===== config.mk =====
export PLATFORM = sky130hd
export DESIGN_NAME = assertion_result_collector
export DESIGN_NICKNAME = d
export VERILOG_FILES = /design/src/rtl/assertion_result_collector.sv
export SDC_FILE = /design/constraint.sdc
export NUM_CORES = 1
export LEC_CHECK = 0
export BUFFER_PORTS_ARGS = -buffer_cell sky130_fd_sc_hd__buf_2
export CAP_MARGIN = 5
export CORE_ASPECT_RATIO = 1.2
export CORE_UTILIZATION = 60
export CTS_CLUSTER_SIZE = 20
export DETAILED_ROUTE_END_ITERATION = 6
export PLACE_DENSITY = 0.81
export SYNTH_ARGS = -nofsm -noshare
export SYNTH_HDL_FRONTEND = slang
export SYNTH_SLANG_ARGS = --single-unit
export TNS_END_PERCENT = 10

===== constraint.sdc =====
create_clock -name clk -period 7.2 [get_ports clk]
set_input_delay 2.16 -clock clk [delete_from_list [all_inputs] [get_ports clk]]
set_output_delay 2.16 -clock clk [all_outputs]
set_load 0.02 [all_outputs]

===== src/rtl/assertion_result_collector.sv =====
// Collects one assertion checker's pass/fail/active strobes into saturating counters,
// a first-failure timestamp, a failure-timestamp FIFO with a valid/ready drain, and a status FSM.
module assertion_result_collector #(
    parameter int unsigned CNT_W     = 16,
    parameter int unsigned TS_W      = 32,
    parameter int unsigned LOG_DEPTH = 4
) (
    input  logic             clk,
    input  logic             rst_n,
    input  logic             enable,
    input  logic             clear,
    input  logic             assertion_pass,
    input  logic             assertion_fail,
    input  logic             assertion_active,
    output logic [CNT_W-1:0] pass_count,
    output logic [CNT_W-1:0] fail_count,
    output logic [CNT_W-1:0] active_cycles,
    output logic             first_fail_valid,
    output logic [TS_W-1:0]  first_fail_ts,
    output logic             log_valid,
    output logic [TS_W-1:0]  log_ts,
    input  logic             log_ready,
    output logic             log_overflow,
    output logic             conflict,
    output logic [1:0]       status
);
    localparam int unsigned AW = (LOG_DEPTH > 1) ? $clog2(LOG_DEPTH) : 1;
    localparam int unsigned OW = AW + 1;

    typedef enum logic [1:0] {
        ST_IDLE = 2'b00,
        ST_RUN  = 2'b01,
        ST_FAIL = 2'b10,
        ST_OVFL = 2'b11
    } state_e;

    state_e            state_q, state_d;
    logic [TS_W-1:0]   ts_q, ts_d;
    logic [CNT_W-1:0]  pass_q, pass_d, fail_q, fail_d, act_q, act_d;
    logic              ffv_q, ffv_d;
    logic [TS_W-1:0]   ffts_q, ffts_d;
    logic [TS_W-1:0]   mem_q [LOG_DEPTH];
    logic [TS_W-1:0]   mem_d [LOG_DEPTH];
    logic [AW-1:0]     rd_q, rd_d, wr_q, wr_d;
    logic [OW-1:0]     occ_q, occ_d;
    logic              log_valid_q, log_valid_d;
    logic [TS_W-1:0]   log_ts_q, log_ts_d;
    logic              ovf_q, ovf_d, conflict_q, conflict_d;

    logic              smp_pass, smp_fail, smp_act;
    logic              pop, full, push, ovf_evt;

    // Saturating increment: holds at all-ones.
    function automatic logic [CNT_W-1:0] sat_inc(input logic [CNT_W-1:0] v);
        return (v == '1) ? v : v + CNT_W'(1);
    endfunction

    always_comb begin
        state_d    = state_q;
        ts_d       = ts_q;
        pass_d     = pass_q;
        fail_d     = fail_q;
        act_d      = act_q;
        ffv_d      = ffv_q;
        ffts_d     = ffts_q;
        mem_d      = mem_q;
        rd_d       = rd_q;
        wr_d       = wr_q;
        occ_d      = occ_q;
        ovf_d      = ovf_q;
        conflict_d = conflict_q;

        smp_pass = enable & assertion_pass;
        smp_fail = enable & assertion_fail;
        smp_act  = enable & assertion_active;
        pop      = (occ_q != '0) & log_ready;
        full     = (occ_q == OW'(LOG_DEPTH));
        push     = smp_fail & (~full | pop);
        ovf_evt  = smp_fail & full & ~pop;

        if (enable) ts_d = ts_q + TS_W'(1);

        if (clear) begin
            // Clear discards this cycle's strobes and pops; only ts keeps running.
            pass_d     = '0;
            fail_d     = '0;
            act_d      = '0;
            ffv_d      = 1'b0;
            ffts_d     = '0;
            rd_d       = '0;
            wr_d       = '0;
            occ_d      = '0;
            ovf_d      = 1'b0;
            conflict_d = 1'b0;
            state_d    = enable ? ST_RUN : ST_IDLE;
        end else begin
            if (smp_pass) pass_d = sat_inc(pass_q);
            if (smp_fail) fail_d = sat_inc(fail_q);
            if (smp_act)  act_d  = sat_inc(act_q);
            if (smp_pass & smp_fail) conflict_d = 1'b1;
            if (smp_fail & ~ffv_q) begin
                ffv_d  = 1'b1;
                ffts_d = ts_q;
            end
            if (push) begin
                mem_d[wr_q] = ts_q;
                wr_d        = wr_q + AW'(1);
            end
            if (pop) rd_d = rd_q + AW'(1);
            occ_d = occ_q + OW'(push) - OW'(pop);

            if (ovf_evt) begin
                ovf_d   = 1'b1;
                state_d = ST_OVFL;
            end else begin
                case (state_q)
                    ST_IDLE: if (enable) state_d = ST_RUN;
                    ST_RUN: begin
                        if (smp_fail)     state_d = ST_FAIL;
                        else if (!enable) state_d = ST_IDLE;
                    end
                    default: state_d = state_q;
                endcase
            end
        end

        // Head is registered from next-state storage so log_ts lines up with log_valid.
        log_valid_d = (occ_d != '0);
        log_ts_d    = log_valid_d ? mem_d[rd_d] : '0;
    end

    always_ff @(posedge clk or negedge rst_n) begin
        if (!rst_n) begin
            state_q     <= ST_IDLE;
            ts_q        <= '0;
            pass_q      <= '0;
            fail_q      <= '0;
            act_q       <= '0;
            ffv_q       <= 1'b0;
            ffts_q      <= '0;
            for (int i = 0; i < int'(LOG_DEPTH); i++) mem_q[i] <= '0;
            rd_q        <= '0;
            wr_q        <= '0;
            occ_q       <= '0;
            log_valid_q <= 1'b0;
            log_ts_q    <= '0;
            ovf_q       <= 1'b0;
            conflict_q  <= 1'b0;
        end else begin
            state_q     <= state_d;
            ts_q        <= ts_d;
            pass_q      <= pass_d;
            fail_q      <= fail_d;
            act_q       <= act_d;
            ffv_q       <= ffv_d;
            ffts_q      <= ffts_d;
            mem_q       <= mem_d;
            rd_q        <= rd_d;
            wr_q        <= wr_d;
            occ_q       <= occ_d;
            log_valid_q <= log_valid_d;
            log_ts_q    <= log_ts_d;
            ovf_q       <= ovf_d;
            conflict_q  <= conflict_d;
        end
    end

    assign pass_count       = pass_q;
    assign fail_count       = fail_q;
    assign active_cycles    = act_q;
    assign first_fail_valid = ffv_q;
    assign first_fail_ts    = ffts_q;
    assign log_valid        = log_valid_q;
    assign log_ts           = log_ts_q;
    assign log_overflow     = ovf_q;
    assign conflict         = conflict_q;
    assign status           = state_q;

endmodule


==> results.cfg, run 1 <==
[timing]
fmax_mhz = 201
final_hold_viol_count = 0
finalCritPeriodShare_pct = 69.1
final.setup.tns_ns = 0
clock-skew-final_ns = 0.0114
maxSlewViolCount = 0
hold_slack_ns = 0.493
timing.final.ws_setup_ns = 2.22
slew_headroom_pct = 11.1
tightest_slew_ns = 1.33
rsz0062_at_grt = false
setup_viol = 0
min_period_ns = 4.98

[clocking]
clkLatencyLatePin_ns = 0.53
cts_sinks = 285
clk_pin_slew_ns = 0.06
cts_resized = 0
cts_buffer_depth = 3
cts_setup_buffers = 0
cts_buffers = 28
htreeDepth = 1
cts_hold_buf = 0
cts_tree = built
root_buffer = clkbuf_16

[floorplan]
rows = 57
start_util_pct = 61.5
chipHeight_um = 160
coreArea_um2 = 20400
ioPinCount = 126
dieArea_um2 = 21500
die_width_um = 134

[synth]
synth_seq_area_share_pct = 56.8
synthXorXnorAreaFrac_pct = 4.65
synth.mux.area_fraction_pct = 14.4
syn_nets = 1027
synth_top_cell_area_share_pct = 56.8
netlist_top_cells_count = dfrtp_1, mux2_2, nor2_1, clkbuf_1, o21ai_0
synthSimpleGateAreaFrac_pct = 8.21
ys_types = 51
synth_flop_cell = dfrtp_1
synth_fa_ha_area_share_pct = 1.06
yosysTopAreaCell = dfrtp_1
syn_area_um2 = 12600
yosysWarnings = 0
synthArstFlopShare_pct = 100
synth.most_common_cell = dfrtp_1
synth-compound-area-share_pct = 11.5
synth_cells = 1009
ys_seq_elements = 285
synth_top_family_by_area = multiplexers
synthTopCellsByArea = dfrtp_1, mux2_2, o22ai_2
avgSynthCellArea_um2 = 12.4
synth_edf_count = 0

[detailed_routing]
vias_per_cell = 6.09
drcViolationCount = 0
routed_wl_um = 27500
wl_per_cell_um = 20.0
dr_total_vias = 8359
first_iter_violations = 547
final_antenna_net_count = 0
dr.pass1.iters = 4

[power]
powerDensity_nw_per_um2 = 287
ir_drop_uv = 202
leakagePower_nw = 7.11

[run_status]
status = finished clean

[flow_run]
drv_cap = 0

[grt]
grt_pass1_vias = 8490
gr-usage-all-layers_pct = 26.1
grt_pass1_wl_um = 44600
grt-ovfl-total = 0
antenna_found_initial = 0
grt_max_degree = 171

[setup_path]
startpoint_type = input pin
required_ns = 7.64
cp.arrival_ns = 5.42
path_class = in -> reg
worstSetupEndpointType = register
cp_max_fo = 18

[finish]
syn_to_final_growth_pct = 12.9
nets = 1111
diodes = 0
fin_util_pct = 69.5
n_fill_cell = 1436
drive_gt1_share_pct = 31.3

[place]
pre_cts_ws_ns = 1.77
dp_hpwl_um = 16800
place.gp.congestion = 0.809
numPortBuffers = 125

[min_path]
holdCritPathClass = reg -> reg
layer usage:
metal | wire length, um | part of all wire (%) | vias to the layer above | global-route usage [%]
li1 | - | - | 3791 | -
met1 | 11600 | 42 | 4305 | 34.2
met2 | 13900 | 51 | 200 | 44.1
met3 | 1070 | 3.9 | 63 | 3.41
met4 | 954 | 3.5 | 0 | 10.4
met5 | 0 | 0 | - | 0
kinds of logic after synthesis:
kind of cell,after synthesis
flip-flops,285
AO/OA/AOI/OAI,195
AND/OR/NAND/NOR,193
multiplexers,164
buffers and inverters,97
XOR/XNOR,65
adder cells (fa/ha/maj),10
stage by stage:
| stage | power (mW) | instances | instance area, um2 |
|---|---|---|---|
| global route | 4.23 | 1372 | 14200 |
| finish | 4.07 | 1372 | 14200 |
| global placement | 2.67 | 1328 | 13300 |
| floorplan | 2.43 | 1009 | 12600 |
| CTS | 4.10 | 1372 | 14200 |
| detailed placement | 2.69 | 1328 | 13300 |
worst max-delay path: stages:
cell	delay, ns
buf_2	0.24
nand2_1	0.32
nor2_1	0.31
a21o_1	0.16
ha_1	0.13
inv_1	0.05
fa_1	0.38
xnor3_1	0.20
a31oi_1	0.29
and2_1	0.48
buf_4	0.34
o21ai_0	0.15
o22ai_1	0.21
state kept, by name, summed over array words and instances, names as in the netlist:
register,count
log_valid,1
rd_q,2
first_fail_ts,32
occ_q,3
ts_q,32
conflict,1
log_ts,32
pass_count,16
log_overflow,1
fail_count,16
active_cycles,16
mem_q,128
status,2
wr_q,2
first_fail_valid,1
power by group:
| group | internal, mW | leakage (nW) | switching (mW) |
|---|---|---|---|
| clock network | 0.824 | 0.423 | 0.571 |
| registers | 1.74 | 3.93 | 0.133 |
| logic | 0.316 | 2.75 | 0.484 |
| total | 2.88 | 7.11 | 1.19 |
layout by cell type, fill, tap and decap left out, types with 7 or more instances in the layout:
cell	Yosys	final
xor2_1	26	26
xnor2_1	38	38
o211ai_1	7	7
clkbuf_1	47	7
a21oi_1	22	22
nor2_1	53	52
buf_2	24	124
nand2_1	37	36
a22o_1	32	32
and3_1	14	14
o22ai_1	35	35
mux2i_1	34	34
dfrtp_1	285	285
buf_4	0	14
ha_1	9	9
or3_1	9	9
inv_1	11	11
o22ai_2	30	30
nand4_1	16	16
clkbuf_16	0	29
and4_1	13	13
o21ai_0	44	44
nand3_1	20	19
mux2_2	129	129
nor3_1	10	9
final timing paths:
| kind | start | to | slack (ns) | cells past startpoint |
|---|---|---|---|---|
| max | enable | log_ts[9] | 2.22 | 13 |
| min | mem_q[47] | mem_q[47] | 0.49 | 1 |
| max reg2reg | occ_q[1] | log_ts[9] | 3.49 | 12 |
| min reg2reg | mem_q[47] | mem_q[47] | 0.49 | 1 |
| max in group asynchronous | rst_n | mem_q[105] | 4.17 | 2 |
| min in group asynchronous | rst_n | ts_q[4] | 1.68 | 1 |
cell type report:
cell class,instances,area [um2],area share [%]
inverter,11,41.3,0.291
timing repair buffer,140,761,5.37
tap,265,332,2.34
clock inverter,2,37.5,0.265
multi-input combinational,627,5030,35.5
sequential,285,7130,50.3
clock buffer,42,835,5.89
Power figures use the tool's default switching activity.
==> run 2, diff against run 1 <==
--- a/config.mk
+++ b/config.mk
@@ -8,10 +8,10 @@
 export BUFFER_PORTS_ARGS = -buffer_cell sky130_fd_sc_hd__buf_2
 export CAP_MARGIN = 5
 export CORE_ASPECT_RATIO = 1.2
-export CORE_UTILIZATION = 60
+export CORE_UTILIZATION = 59
 export CTS_CLUSTER_SIZE = 20
 export DETAILED_ROUTE_END_ITERATION = 6
-export PLACE_DENSITY = 0.81
+export PLACE_DENSITY = 0.8
 export SYNTH_ARGS = -nofsm -noshare
 export SYNTH_HDL_FRONTEND = slang
 export SYNTH_SLANG_ARGS = --single-unit
==> constraint.sdc (replaced) <==
create_clock -name clk -period 4.9 [get_ports clk]
set_input_delay 1.47 -clock clk [delete_from_list [all_inputs] [get_ports clk]]
set_output_delay 1.47 -clock clk [all_outputs]
set_load 0.02 [all_outputs]
==> run 2 against run 1 <==
Net effect: clock skew about the same; core utilization fell by 0.72 points; clock power grew 62%; first-iteration DRC count fell by 11%; combinational power up 50%; worst hold slack better by 0.0019 ns; critical endpoint is now log_ts[15]; the run now ends with DRC left.
==> results.cfg, run 2 (synthesis results as in run 1) <==
[run_status]
status = finished, violations left
violations = DRC

[setup_path]
rr_startpoint = occ_q[1]
path_class = in -> reg
crit_path_frequent_cell = buf_4
r2r_end = log_ts[15]
cp.arrival_ns = 4.32
worstSetupEndpointType = register
crit_slowest_cell = fa_1
worst-r2r-setup-slack_ns = 1.74
cp_max_fo = 32
cp.buffers_inverters = 4
required_ns = 5.34
cp_cell_sequence = buf_2, nand2_1, buf_4, nor2_1, a21o_1, ha_1, inv_1, fa_1, xnor3_1, a31oi_1, and2_1, buf_4, o21ai_0, o22ai_1
startpoint_type = input pin
reg2reg_depth = 12
critical-path-top-delay-family = buffers and inverters
slowest_delay_ns = 0.37

[power]
totalPowerFinal_mw = 6.21
ir_drop_uv = 322
powerDensity_nw_per_um2 = 432
leakagePower_nw = 7.21

[place]
placed_area_um2 = 13400
pre_cts_ws_ns = 0.515
dp_hpwl_um = 17100
place.gp.congestion = 0.770
numPortBuffers = 125

[grt]
grt-ovfl-total = 0
grt_max_degree = 119
grt_pass1_wl_um = 45400
gr-usage-all-layers_pct = 26.2
antenna_found_initial = 0
grt_pass1_vias = 8684

[clocking]
clkLatencyLatePin_ns = 0.54
clk_pin_slew_ns = 0.06
cts_sinks = 285
cts_buffer_depth = 3
cts_hold_buf = 0
root_buffer = clkbuf_16
cts_resized = 0
htreeDepth = 1
cts_setup_buffers = 0
cts_buffers = 28
cts_tree = built

[finish]
syn_to_final_growth_pct = 14.5
max_flop_register = mem_q
largest_register_ffs = 128
drive_gt1_share_pct = 32.5
diodes = 0
layout_common_cells = dfrtp_1, mux2_2, buf_2
layout_commonest_cell = dfrtp_1
fin_area_um2 = 14400
nets = 1121

[timing]
maxSlewViolCount = 0
clock-skew-final_ns = 0.0112
finalCritPeriodShare_pct = 79.0
rsz0062_at_grt = false
slew_headroom_pct = 21.5
fmax_mhz = 258
final.setup.tns_ns = 0
min_period_ns = 3.87
timing.final.ws_setup_ns = 1.03
hold_slack_ns = 0.495
setup_viol = 0
final_hold_viol_count = 0
tightest_slew_ns = 1.18

[detailed_routing]
wl_met1_um = 11500
wl_met2_um = 13900
dr.pass1.iters = 6
routed_wl_um = 27800
route.met3.wl_um = 1350
drcViolationCount = 1
first_iter_violations = 487
vias_per_cell = 6.06
top_layer = met4
final_antenna_net_count = 0
dr_total_vias = 8457
wl_per_cell_um = 19.9

[min_path]
holdPathStages = 2
holdPathEnd = conflict
hp-start = conflict
holdCritPathClass = reg -> reg

[floorplan]
die_width_um = 135
ioPinCount = 126
coreArea_um2 = 20900
dieArea_um2 = 21900
start_util_pct = 60.1
rows = 58
chipHeight_um = 162

[flow_run]
drv_cap = 0
==> run 2: cell count changes in the layout (fill, tap and decap cells not counted), sizes merged <==
cell	previous run	this run
buf	140	150
clkinv	0	7
clkbuf	42	38
bufinv	1	4
clkinvlp	1	3
==> run 2: routing by layer <==
metal	GRT usage (%)	up-vias
met4	11.1	0
met3	4.31	64
met1	34.2	4340
met5	0	-
met2	43.4	236
li1	-	3817
==> run 2: metrics by stage <==
step,util [%],instances
2_1_floorplan,-,1009
3_3_place_gp,64.1,1343
3_5_place_dp,64.1,1343
4_1_cts,68.8,1395
5_1_grt,68.8,1395
6_report,68.8,1395
==> run 2: final cells by class <==
class | instances | area [um2]
clock buffer | 38 | 800
clock inverter | 14 | 178
fill | 1494 | 6530
inverter | 11 | 41.3
multi-input combinational | 627 | 5030
sequential | 285 | 7130
tap | 270 | 338
timing repair buffer | 150 | 848
==> run 2: power by group <==
part	leakage [nW]	switching (mW)	total (mW)	internal, mW
Sequential	3.93	0.196	2.75	2.55
Combinational	2.81	0.727	1.20	0.476
Clock	0.476	0.899	2.25	1.35
==> run 2: worst reg2reg max path: stages, from the launching register on <==
cell and delay (ns):
dfrtp_1 0.47, o31ai_2 0.44, nor2_1 0.15, a21o_1 0.18, ha_1 0.17, inv_1 0.06, fa_1 0.17, xnor3_1 0.25
a31oi_1 0.25, and2_1 0.16, buf_4 0.36, o21ai_0 0.19, o22ai_1 0.22
==> run 2: worst max-delay path by stage <==
stage,slack [ns],from,depth (start not counted),to
2_1_floorplan,0.97,enable,14,log_ts[1]
3_3_place_gp,0.67,enable,14,log_ts[26]
3_5_place_dp,0.52,enable,14,log_ts[22]
4_1_cts,1.04,enable,14,log_ts[15]
5_1_grt,0.77,enable,14,log_ts[15]
6_report,1.03,enable,14,log_ts[15]
==> run 3, diff against run 2 <==
==> constraint.sdc (replaced) <==
create_clock -name clk -period 3.7 [get_ports clk]
set_input_delay 1.11 -clock clk [delete_from_list [all_inputs] [get_ports clk]]
set_output_delay 1.11 -clock clk [all_outputs]
set_load 0.02 [all_outputs]
==> run 3 against run 2 <==
Net effect: the run still ends with DRC left; first-iteration DRC count fell by 11%; clock power rose by 26%; via count fell by 0.14%; cell area rose by 0.65%; critical path type unchanged; highest routed layer unchanged; sequential share of layout area fell by 0.32 points; count of clock-buffer cells in the layout rose by 5; global-route usage rose by 0.25 points; critical path depth fell by 1; power rose by 31%; largest cell class unchanged; sequential cell count did not move; combinational power rose by 39%; register-to-register slack got worse by 1.0 ns.
==> results.cfg, run 3 (synthesis results as in run 1) <==
[finish]
n_fill_cell = 1460
nets = 1130
drive_gt1_share_pct = 32.7
syn_to_final_growth_pct = 15.3
max_flop_register = mem_q
layout_common_cells = dfrtp_1, mux2_2, buf_2
largest_register_ffs = 128
diodes = 0
layout_commonest_cell = dfrtp_1
fin_util_pct = 69.2

[grt]
grt_pass1_wl_um = 45900
gr-usage-all-layers_pct = 26.4
antenna_found_initial = 0
grt_max_degree = 92
grt-ovfl-total = 0
grt_pass1_vias = 8657

[setup_path]
worstSetupEndpointType = register
cp_max_fo = 26
slowest_delay_ns = 0.37
required_ns = 4.14
crit_slowest_cell = fa_1
crit_path_frequent_cell = and2_1
path_class = in -> reg
startpoint_type = input pin
cp_cell_sequence = buf_2, and2_1, nor2_1, a21o_1, ha_1, inv_1, fa_1, xnor3_1, a31oi_1, and2_1, buf_12, o21ai_0, o22ai_1
critical-path-top-delay-family = compound AO/OA/AOI/OAI gates
cp.buffers_inverters = 3
cp.arrival_ns = 3.49

[detailed_routing]
dr_total_vias = 8445
dr.pass1.iters = 6
first_iter_violations = 431
final_antenna_net_count = 0
drcViolationCount = 1
routed_wl_um = 28000
vias_per_cell = 6.03
wl_per_cell_um = 20.0

[place]
place.gp.congestion = 0.815
numPortBuffers = 125
dp_hpwl_um = 17700

[min_path]
holdCritPathClass = reg -> reg

[clocking]
clkLatencyLatePin_ns = 0.54
root_buffer = clkbuf_16
cts_tree = built
cts_buffer_depth = 3
htreeDepth = 1
cts_buffers = 28
cts_resized = 0
cts_hold_buf = 0
clk_pin_slew_ns = 0.06
cts_setup_buffers = 0
cts_sinks = 285

[floorplan]
chipHeight_um = 162
dieArea_um2 = 21900
start_util_pct = 60.1
ioPinCount = 126
die_width_um = 135
rows = 58
coreArea_um2 = 20900

[run_status]
status = finished, violations left
violations = DRC

[power]
switching_share_pct = 29.3
leakagePower_nw = 7.26
internal_power_mw = 5.76
seqPwrFrac_pct = 44.8
powerDensity_nw_per_um2 = 563
p_switching_mw = 2.38
clkPwrFrac_pct = 34.8
power_frac_comb_pct = 20.5
ir_drop_uv = 383

[timing]
finalCritPeriodShare_pct = 82.4
maxSlewViolCount = 0
fmax_mhz = 328
slew_headroom_pct = 25.4
rsz0062_at_grt = false
setup_viol = 0
final_hold_viol_count = 0
tightest_slew_ns = 1.11
hold_slack_ns = 0.495
final.setup.tns_ns = 0
clock-skew-final_ns = 0.0144
min_period_ns = 3.05

[flow_run]
drv_cap = 0
-- run 3: power by group through the flow --
stage | Clock [mW] | Sequential, mW | Combinational [mW]
global placement | 0 | 3.69 | 1.61
detailed placement | 0 | 3.69 | 1.66
finish | 2.83 | 3.64 | 1.67
global route | 3.02 | 3.67 | 1.79
floorplan | 0 | 3.73 | 1.00
CTS | 2.88 | 3.64 | 1.67
-- run 3: per-stage QoR --
stage | cell area [um2] | instances | power (mW) | setup slack [ns]
after floorplan | 12600 | 1009 | 4.73 | 0.126
after global placement | 13500 | 1352 | 5.30 | 0.236
after detailed placement | 13500 | 1352 | 5.36 | 0.123
after CTS | 14500 | 1401 | 8.19 | 0.689
after global routing | 14500 | 1401 | 8.48 | 0.460
final | 14500 | 1401 | 8.14 | 0.652
-- run 3: path summary, 6_finish.rpt --
check | depth (start not counted) | slack (ns) | endpoint | startpoint
max | 13 | 0.65 | log_ts[30] | enable
min | 1 | 0.50 | mem_q[50] | mem_q[50]
max reg2reg | 11 | 0.70 | log_ts[30] | occ_q[1]
min reg2reg | 1 | 0.50 | mem_q[50] | mem_q[50]
max in group asynchronous | 2 | 2.27 | first_fail_ts[8] | rst_n
min in group asynchronous | 1 | 0.59 | first_fail_ts[26] | rst_n
-- run 3: final cells by class --
class,count,area [um2],share of cell area (%)
Tap cell,270,338,2.34
Inverter,11,41.3,0.285
Clock inverter,6,91.3,0.631
Timing Repair Buffer,159,991,6.85
Sequential cell,285,7130,49.3
Multi-Input combinational cell,627,5030,34.8
Clock buffer,43,837,5.79
-- run 3: metal layers --
layer  part of all wire, %  global-route usage (%)  vias up
met4                   1.8                    7.20        0
li1                      -                       -     3851
met5                     0                       0        -
met2                    51                    45.0      192
met3                   4.3                    4.00       42
met1                    43                    35.3     4360
